`config.mk`:
```
export PLATFORM = sky130hd
export DESIGN_NAME = bitty_ctrl_fsm
export DESIGN_NICKNAME = d
export VERILOG_FILES = /design/src/rtl/bitty_ctrl_fsm.sv
export SDC_FILE = /design/constraint.sdc
export NUM_CORES = 1
export LEC_CHECK = 0
export BUFFER_PORTS_ARGS = -buffer_cell sky130_fd_sc_hd__buf_4
export CORE_MARGIN = 1
export CORE_UTILIZATION = 42
export CTS_BUF_LIST = sky130_fd_sc_hd__clkbuf_4 sky130_fd_sc_hd__clkbuf_8
export CTS_CLUSTER_SIZE = 10
export DETAILED_ROUTE_END_ITERATION = 8
export PLACE_DENSITY = 0.78
export SLEW_MARGIN = 25
export SYNTH_ARGS = -nofsm -noshare
export SYNTH_HDL_FRONTEND = slang
export SYNTH_SLANG_ARGS = --single-unit
```
`constraint.sdc`:
```
create_clock -name clk -period 1.6 [get_ports clk]
set_input_delay 0.08 -clock clk [delete_from_list [all_inputs] [get_ports clk]]
set_output_delay 0.08 -clock clk [all_outputs]
set_load 0.01 [all_outputs]
```
`src/rtl/bitty_ctrl_fsm.sv`:
```
// Multi-cycle control sequencer: waits out imem latency, latches/decodes IR, sequences RF/ALU enables, pulses pc_en.
// Latency: R/I-type MEM_LAT+5 cycles from IDLE exit to done; branch/illegal MEM_LAT+2.
// Backpressure: none; run is a level sampled only in IDLE and PC_UPD, so an instruction in flight always retires.
//
// Ports:
//   clk, reset          : rising-edge clock, asynchronous active-high reset
//   run                 : 1 = keep executing, 0 = park in IDLE at the next instruction boundary
//   instr_in            : instruction word from instruction memory
//   pc_en               : one-cycle pulse, PC loads new_pc from branch logic
//   ir                  : latched instruction
//   mux_sel, imm8       : datapath bus select (0-7 = R0-R7, 8 = imm8) and zero-extended immediate
//   alu_sel             : ALU op field ir[4:2]
//   en_s, en_c, en_rf   : operand-A load, result load, one-hot RF write enable
//   busy, done, illegal : not-IDLE, retire pulse, sticky illegal-format flag
module bitty_ctrl_fsm #(
  parameter int MEM_LAT = 1,
  parameter int INSTR_W = 16
) (
  input  logic               clk,
  input  logic               reset,
  input  logic               run,
  input  logic [INSTR_W-1:0] instr_in,
  output logic               pc_en,
  output logic [INSTR_W-1:0] ir,
  output logic [3:0]         mux_sel,
  output logic [7:0]         imm8,
  output logic [2:0]         alu_sel,
  output logic               en_s,
  output logic               en_c,
  output logic [7:0]         en_rf,
  output logic               busy,
  output logic               done,
  output logic               illegal
);

  if (MEM_LAT < 1 || MEM_LAT > 7) begin : g_bad_mem_lat
    $error("bitty_ctrl_fsm: MEM_LAT must be in 1..7");
  end
  if (INSTR_W != 16) begin : g_bad_instr_w
    $error("bitty_ctrl_fsm: field decode assumes INSTR_W == 16");
  end

  localparam logic [2:0] LAT_INIT = 3'(MEM_LAT - 1);

  localparam logic [1:0] FMT_R   = 2'b00;
  localparam logic [1:0] FMT_I   = 2'b01;
  localparam logic [1:0] FMT_BR  = 2'b10;

  typedef enum logic [2:0] {
    S_IDLE   = 3'd0,
    S_FETCH  = 3'd1,
    S_LOAD   = 3'd2,
    S_READ_A = 3'd3,
    S_EXEC   = 3'd4,
    S_WB     = 3'd5,
    S_PC_UPD = 3'd6
  } state_t;

  state_t               state_q, state_d;
  logic [INSTR_W-1:0]   ir_q, ir_d;
  logic [2:0]           lat_cnt_q, lat_cnt_d;
  logic                 illegal_q, illegal_d;

  logic [1:0] fmt;
  logic [2:0] rx;
  logic [2:0] ry;
  logic [1:0] in_fmt;

  assign fmt    = ir_q[1:0];
  assign rx     = ir_q[15:13];
  assign ry     = ir_q[12:10];
  assign in_fmt = instr_in[1:0];

  // State register (all flops)
  always_ff @(posedge clk or posedge reset) begin
    if (reset) begin
      state_q   <= S_IDLE;
      ir_q      <= '0;
      lat_cnt_q <= '0;
      illegal_q <= 1'b0;
    end else begin
      state_q   <= state_d;
      ir_q      <= ir_d;
      lat_cnt_q <= lat_cnt_d;
      illegal_q <= illegal_d;
    end
  end

  // Next-state logic
  always_comb begin
    state_d   = state_q;
    ir_d      = ir_q;
    lat_cnt_d = lat_cnt_q;
    illegal_d = illegal_q;
    unique case (state_q)
      S_IDLE: begin
        if (run) begin
          state_d   = S_FETCH;
          lat_cnt_d = LAT_INIT;
        end
      end
      S_FETCH: begin
        if (lat_cnt_q != 3'd0) lat_cnt_d = lat_cnt_q - 3'd1;
        else                   state_d   = S_LOAD;
      end
      S_LOAD: begin
        // The only place ir changes, so new_pc is stable through PC_UPD.
        ir_d = instr_in;
        if (in_fmt == FMT_R || in_fmt == FMT_I) begin
          state_d = S_READ_A;
        end else begin
          state_d = S_PC_UPD;
          // Illegal words retire as no-ops; the flag stays until reset.
          if (in_fmt != FMT_BR) illegal_d = 1'b1;
        end
      end
      S_READ_A: state_d = S_EXEC;
      S_EXEC:   state_d = S_WB;
      S_WB:     state_d = S_PC_UPD;
      S_PC_UPD: begin
        if (run) begin
          state_d   = S_FETCH;
          lat_cnt_d = LAT_INIT;
        end else begin
          state_d = S_IDLE;
        end
      end
      default:  state_d = S_IDLE;
    endcase
  end

  // Output decode from the registered state only, so every enable is glitch-free
  // and high exactly one cycle per state visit.
  always_comb begin
    pc_en   = 1'b0;
    done    = 1'b0;
    en_s    = 1'b0;
    en_c    = 1'b0;
    en_rf   = 8'h00;
    mux_sel = 4'd0;
    unique case (state_q)
      S_READ_A: begin
        mux_sel = {1'b0, rx};
        en_s    = 1'b1;
      end
      S_EXEC: begin
        mux_sel = (fmt == FMT_I) ? 4'd8 : {1'b0, ry};
        en_c    = 1'b1;
      end
      S_WB: begin
        en_rf = 8'h01 << rx;
      end
      S_PC_UPD: begin
        pc_en = 1'b1;
        done  = 1'b1;
      end
      default: ;
    endcase
  end

  assign ir      = ir_q;
  assign imm8    = ir_q[12:5];
  assign alu_sel = ir_q[4:2];
  assign busy    = (state_q != S_IDLE);
  assign illegal = illegal_q;

endmodule

```
==> results.yml, run 1 <==
status:
  status: "finished with violations"
  violations: "setup timing"
placement:
  gp_congestion: 0.812
  io_buffers: 63
  dp_slack_ns: -0.0481
  dpl.hpwl_um: 2110
  dp.cells: 195
sta:
  fin_setup_tns_ns: -0.00960
  max_freq_ghz: 0.621
  clock_skew_ns: 0.00536
  finalMaxSlewViolations: 0
  relSlewSlack_pct: 78.9
  layout_setup_ws_ns: -0.00960
  final-setup-viol-count: 1
  period_minus_slack_ns: 1.61
  final_hold_viol_count: 0
  rsz0062_at_grt: "true"
  worst_pin_slew_ns: 0.317
  fin_crit_sh_pct: 101
routing:
  ant_nets: 0
  postRouteWirelength_um: 3190
  routedWlPerCell_um: 14.1
  firstDrtPassIters: 4
  via_count: 1135
  drtIter0Drc: 27
  vias_per_cell: 5.00
  drc: 0
synth:
  ys_seq_area_share_pct: 47.1
  postSynthAreaPerCell_um2: 11.1
  ys_ff_latch: 23
  synth_ff_type: "dfrtp_1"
  synthArstFlopShare_pct: 100
  syn_nets: 131
  yosys_warnings: 0
  synthCells: 110
  synth_cell_types: 29
  synth_edf_count: 0
  synth.cell_area_um2: 1220
finish:
  mostFrequentLayoutCell: "buf_4"
  layout_common_cells: "79 x buf_4, 21 x dfrtp_1, 16 x mux2_1, 16 x dlygate4sd3_1, 12 x nor2_1"
  diodes: 0
  fin_cells: 227
  seqCellArea_um2: 578
  synthToLayoutAreaGrowth_pct: 67.1
  fill_cells: 195
  finish.net_count: 218
  multiInputGateArea_um2: 597
  drive_gt1_share_pct: 54.1
worst_setup_path:
  worst-setup-path-type: "reg -> reg"
  startpoint_type: "register"
  worst-path-max-fanout: 3
  end_kind: "register"
  cp.required_ns: 1.80
  arrival_ns: 1.81
clocking:
  cts_buffer_depth: 2
  clkSlewWorstSetupHoldPaths_ns: 0.13
  root_buffer: "clkbuf_4"
  htreeDepth: 1
  cts_tree: "yes"
  cts_sinks: 23
  clk_latency_ns: 0.31
  cts_made_buffers: 3
power:
  power_mw: 3.94
  p_per_area_nw_per_um2: 1930
  p_leak_nw: 1.01
  peakVddDrop_uv: 1360
floorplan:
  start_util_pct: 44.3
  fp-row-count: 19
  fp.dieW_um: 56.0
  die-area_um2: 3130
  die_h_um: 56.0
  core_um2: 2760
  num_io_pins: 64
grt:
  antenna_found_initial: 0
  grt_start_max_net_pins: 24
  grt_use_total_pct: 20.9
  grt_pass1_vias: 1129
  grt_pass1_wl_um: 5140
  overflow: 0
flow_run:
  cap_viol_max_count: 0
min_path:
  min_path_type: "in -> reg"
## synth_stat cells, drive strengths merged, types with 2 or more instances
master / count / area, um2
buf: 14 / 103
dfrtp: 23 / 576
ha: 2 / 25.0
o21ai: 5 / 28.8
nor3: 4 / 20.0
a22o: 3 / 26.3
nor2b: 3 / 18.8
nor2: 13 / 56.3
and2: 2 / 12.5
mux2: 18 / 210
inv: 7 / 26.3
nand2b: 3 / 26.3
nand2: 3 / 11.3
## metrics by stage
stage	hold WS, ns	instance area, um2	utilization (%)
CTS	0.000602	1910	69.3
global placement	0.141	1670	60.7
global route	0.00866	2040	74.1
detailed placement	0.140	1670	60.7
finish	0.0130	2040	74.1
floorplan	0.0819	1220	-
## cell families after synthesis
group | synth area share [%]
muxes | 17.2
adders and majority gates | 2.05
AOI/OAI and AO/OA | 8.60
DFF | 47.1
buffers and inverters | 10.8
and+or+nand+nor | 14.2
## routing by layer
layer	wire [um]	global-route usage (%)
met2	1790	40.6
met1	1220	24.3
met3	170	2.79
met4	14	4.53
met5	0	0
## final timing paths
kind | startpoint | end | slack, ns | cells after the start
max | lat_cnt_q[1] | lat_cnt_q[1] | -0.01 | 6
min | instr_in[1] | ir[1] | 0.01 | 2
max reg2reg | lat_cnt_q[1] | lat_cnt_q[1] | -0.01 | 6
min reg2reg | illegal | illegal | 0.50 | 1
max in group asynchronous | reset | state_q[1] | 1.02 | 4
min in group asynchronous | reset | illegal | 0.34 | 4
## flip-flops by register name, indices dropped and copies added (netlist names)
signal / cells
state_q: 3
ir: 16
lat_cnt_q: 3
illegal: 1
## critical path: stages, from the launching register on
cell and delay, ns:
dfrtp_1 0.39, inv_2 0.06, ha_4 0.16, ha_4 0.17
a221oi_4 0.29, o21ai_2 0.13, mux2_4 0.31
## power breakdown
| part | switching, mW | internal (mW) |
|---|---|---|
| registers | 0.310 | 0.879 |
| clock network | 0.175 | 0.0933 |
| logic | 1.07 | 1.41 |
## repair_timing
action / in CTS / in global routing
resized for setup: 12 / 11
endpoints found under the setup margin: 14 / 13
pin swaps: 3 / 7
setup buffers: 5 / 7
hold buffers: 14 / 2
hold endpoints to repair: 36 / 3
## layout make-up
| class | instances | share of cell area (%) |
|---|---|---|
| clock buffers | 3 | 1.10 |
| inverters | 7 | 1.29 |
| multi-input cells | 65 | 29.2 |
| repair buffers | 97 | 38.0 |
| well taps | 31 | 1.90 |
| flip-flops and latches | 23 | 28.3 |
| clock inverters | 1 | 0.245 |
No activity file was read; power rests on OpenSTA's default activity.
==> run 2, diff against run 1 <==
--- a/config.mk
+++ b/config.mk
@@ -5,7 +5,8 @@
 export SDC_FILE = /design/constraint.sdc
 export NUM_CORES = 1
 export LEC_CHECK = 0
-export BUFFER_PORTS_ARGS = -buffer_cell sky130_fd_sc_hd__buf_4
+export BUFFER_PORTS_ARGS = -buffer_cell sky130_fd_sc_hd__buf_2
+export CORE_ASPECT_RATIO = 0.5
 export CORE_MARGIN = 1
 export CORE_UTILIZATION = 42
 export CTS_BUF_LIST = sky130_fd_sc_hd__clkbuf_4 sky130_fd_sc_hd__clkbuf_8
==> run 2 against run 1 <==
The run now ends clean. Sequential share of layout area up 6.3 points. Core utilization down 12 points. Sequential power down 3%. Register-to-register slack better by 0.05 ns. Clock power up 37%. Setup slack better by 0.051 ns. Largest power group unchanged.
==> results.yml, run 2 (synthesis gave the netlist of run 1 again) <==
grt:
  grt_use_met3_pct: 5.68
  busiest_layer: "met2"
  grt_start_max_net_pins: 24
  overflow: 0
  use_met1_pct: 19.6
  antenna_found_initial: 0
  grt_use_met2_pct: 32.9
  grt_pass1_vias: 837
  grt_use_total_pct: 17.0
  grt_pass1_wl_um: 3870
worst_setup_path:
  startpoint_type: "register"
  cp-startpoint: "lat_cnt_q[0]"
  crit_family: "compound AO/OA/AOI/OAI gates"
  critical_path.slowest_cell: "dfrtp_1"
  cp.buffers_inverters: 1
  rr_startpoint: "lat_cnt_q[0]"
  cp.depth: 6
  cp.required_ns: 1.76
  worstPathCellList: "inv_1 -> ha_2 -> ha_4 -> a221oi_2 -> o21ai_2 -> mux2_4"
  reg2reg_slack_ns: 0.04
  worst-setup-path-type: "reg -> reg"
  r2r_cells: 6
  end_kind: "register"
  arrival_ns: 1.71
  worst-path-max-fanout: 3
  reg2reg_to: "lat_cnt_q[1]"
  cp-endpoint: "lat_cnt_q[1]"
  crit_path_max_incr_delay_ns: 0.36
finish:
  stdcell_area_um2: 1670
  layout_common_cells: "63 x buf_2, 21 x dfrtp_1, 16 x mux2_1"
  finish.net_count: 197
  final_core_utilization_pct: 62.2
  fin_cells: 212
  fill_cells: 224
  largest_register_ff_count: 16
  synthToLayoutAreaGrowth_pct: 36.5
  diodes: 0
  drive_gt1_share_pct: 54.3
  mostFrequentLayoutCell: "buf_2"
placement:
  gp_congestion: 0.758
  dpl.hpwl_um: 1940
  dp_slack_ns: -0.0482
  dp.cells: 200
  io_buffers: 63
  placed_cell_area_um2: 1530
power:
  power_mw: 3.44
  p_per_area_nw_per_um2: 2060
  peakVddDrop_uv: 1070
  p_leak_nw: 0.864
clocking:
  clk_latency_ns: 0.26
  root_buffer: "clkbuf_8"
  htreeDepth: 1
  cts_tree: "yes"
  clkSlewWorstSetupHoldPaths_ns: 0.08
  cts_buffer_depth: 2
  cts_sinks: 23
  cts_made_buffers: 3
routing:
  ant_nets: 0
  vias_per_cell: 4.61
  firstDrtPassIters: 4
  postRouteWirelength_um: 2600
  drc: 0
  via_count: 978
  routedWlPerCell_um: 12.2
  drtIter0Drc: 36
sta:
  fin_crit_sh_pct: 97.4
  rsz0062_at_grt: "true"
  final-setup-viol-count: 0
  worst_pin_slew_ns: 0.287
  relSlewSlack_pct: 80.9
  final_hold_viol_count: 0
  max_freq_ghz: 0.642
  fin_setup_tns_ns: 0
  period_minus_slack_ns: 1.56
  clock_skew_ns: 0.000821
  finalMaxSlewViolations: 0
  fin_hold_ws_ns: 0.0239
  layout_setup_ws_ns: 0.0412
floorplan:
  start_util_pct: 45.5
  fp.dieW_um: 78.3
  fp-row-count: 13
  die-area_um2: 3140
  num_io_pins: 64
  core_um2: 2680
  die_h_um: 40.2
status:
  status: "finished clean"
min_path:
  min_path_type: "in -> reg"
  hold_start: "instr_in[8]"
flow_run:
  cap_viol_max_count: 0
run 2: worst min path at each step:
stage	to	slack (ns)	depth (start not counted)
final	ir[8]	0.02	2
after global routing	ir[3]	0.02	2
after CTS	ir[8]	0.02	2
after detailed placement	ir[5]	0.14	3
after global placement	ir[5]	0.13	3
after floorplan	illegal	0.08	1
run 2: worst reg2reg max path: stages (launching register included):
cell	delay, ns
dfrtp_1	0.36
inv_1	0.05
ha_2	0.19
ha_4	0.16
a221oi_2	0.26
o21ai_2	0.13
mux2_4	0.31
run 2: metal layers:
| layer | up-vias | share of wire (%) |
|---|---|---|
| met4 | 0 | 0.73 |
| met5 | - | 0 |
| met3 | 2 | 3.0 |
| met1 | 464 | 42 |
| met2 | 16 | 54 |
| li1 | 496 | - |
run 2: final cells by class:
cell class                 count  area, um2  share of cell area [%]
multi-input combinational     65        542                    32.5
tap                           37       46.3                    2.77
clock inverter                 1       7.51                   0.450
clock buffer                   3       41.3                    2.47
inverter                       7       26.3                    1.57
sequential                    23        578                    34.6
timing repair buffer          76        428                    25.6
run 2: timing repair:
item,CTS,global route
endpoints found under the hold margin,23,0
cloned,0,0
hold buffers,1,0
resized for setup,6,4
setup buffers,2,5
pin swaps,1,2
setup endpoints to repair,7,12
run 2: power breakdown:
| group | total (mW) | internal (mW) | switching (mW) | leakage, nW |
|---|---|---|---|---|
| registers | 1.15 | 0.881 | 0.272 | 0.273 |
| clock network | 0.369 | 0.176 | 0.193 | 0.0217 |
| logic | 1.91 | 0.999 | 0.916 | 0.569 |
| total | 3.44 | 2.06 | 1.38 | 0.864 |
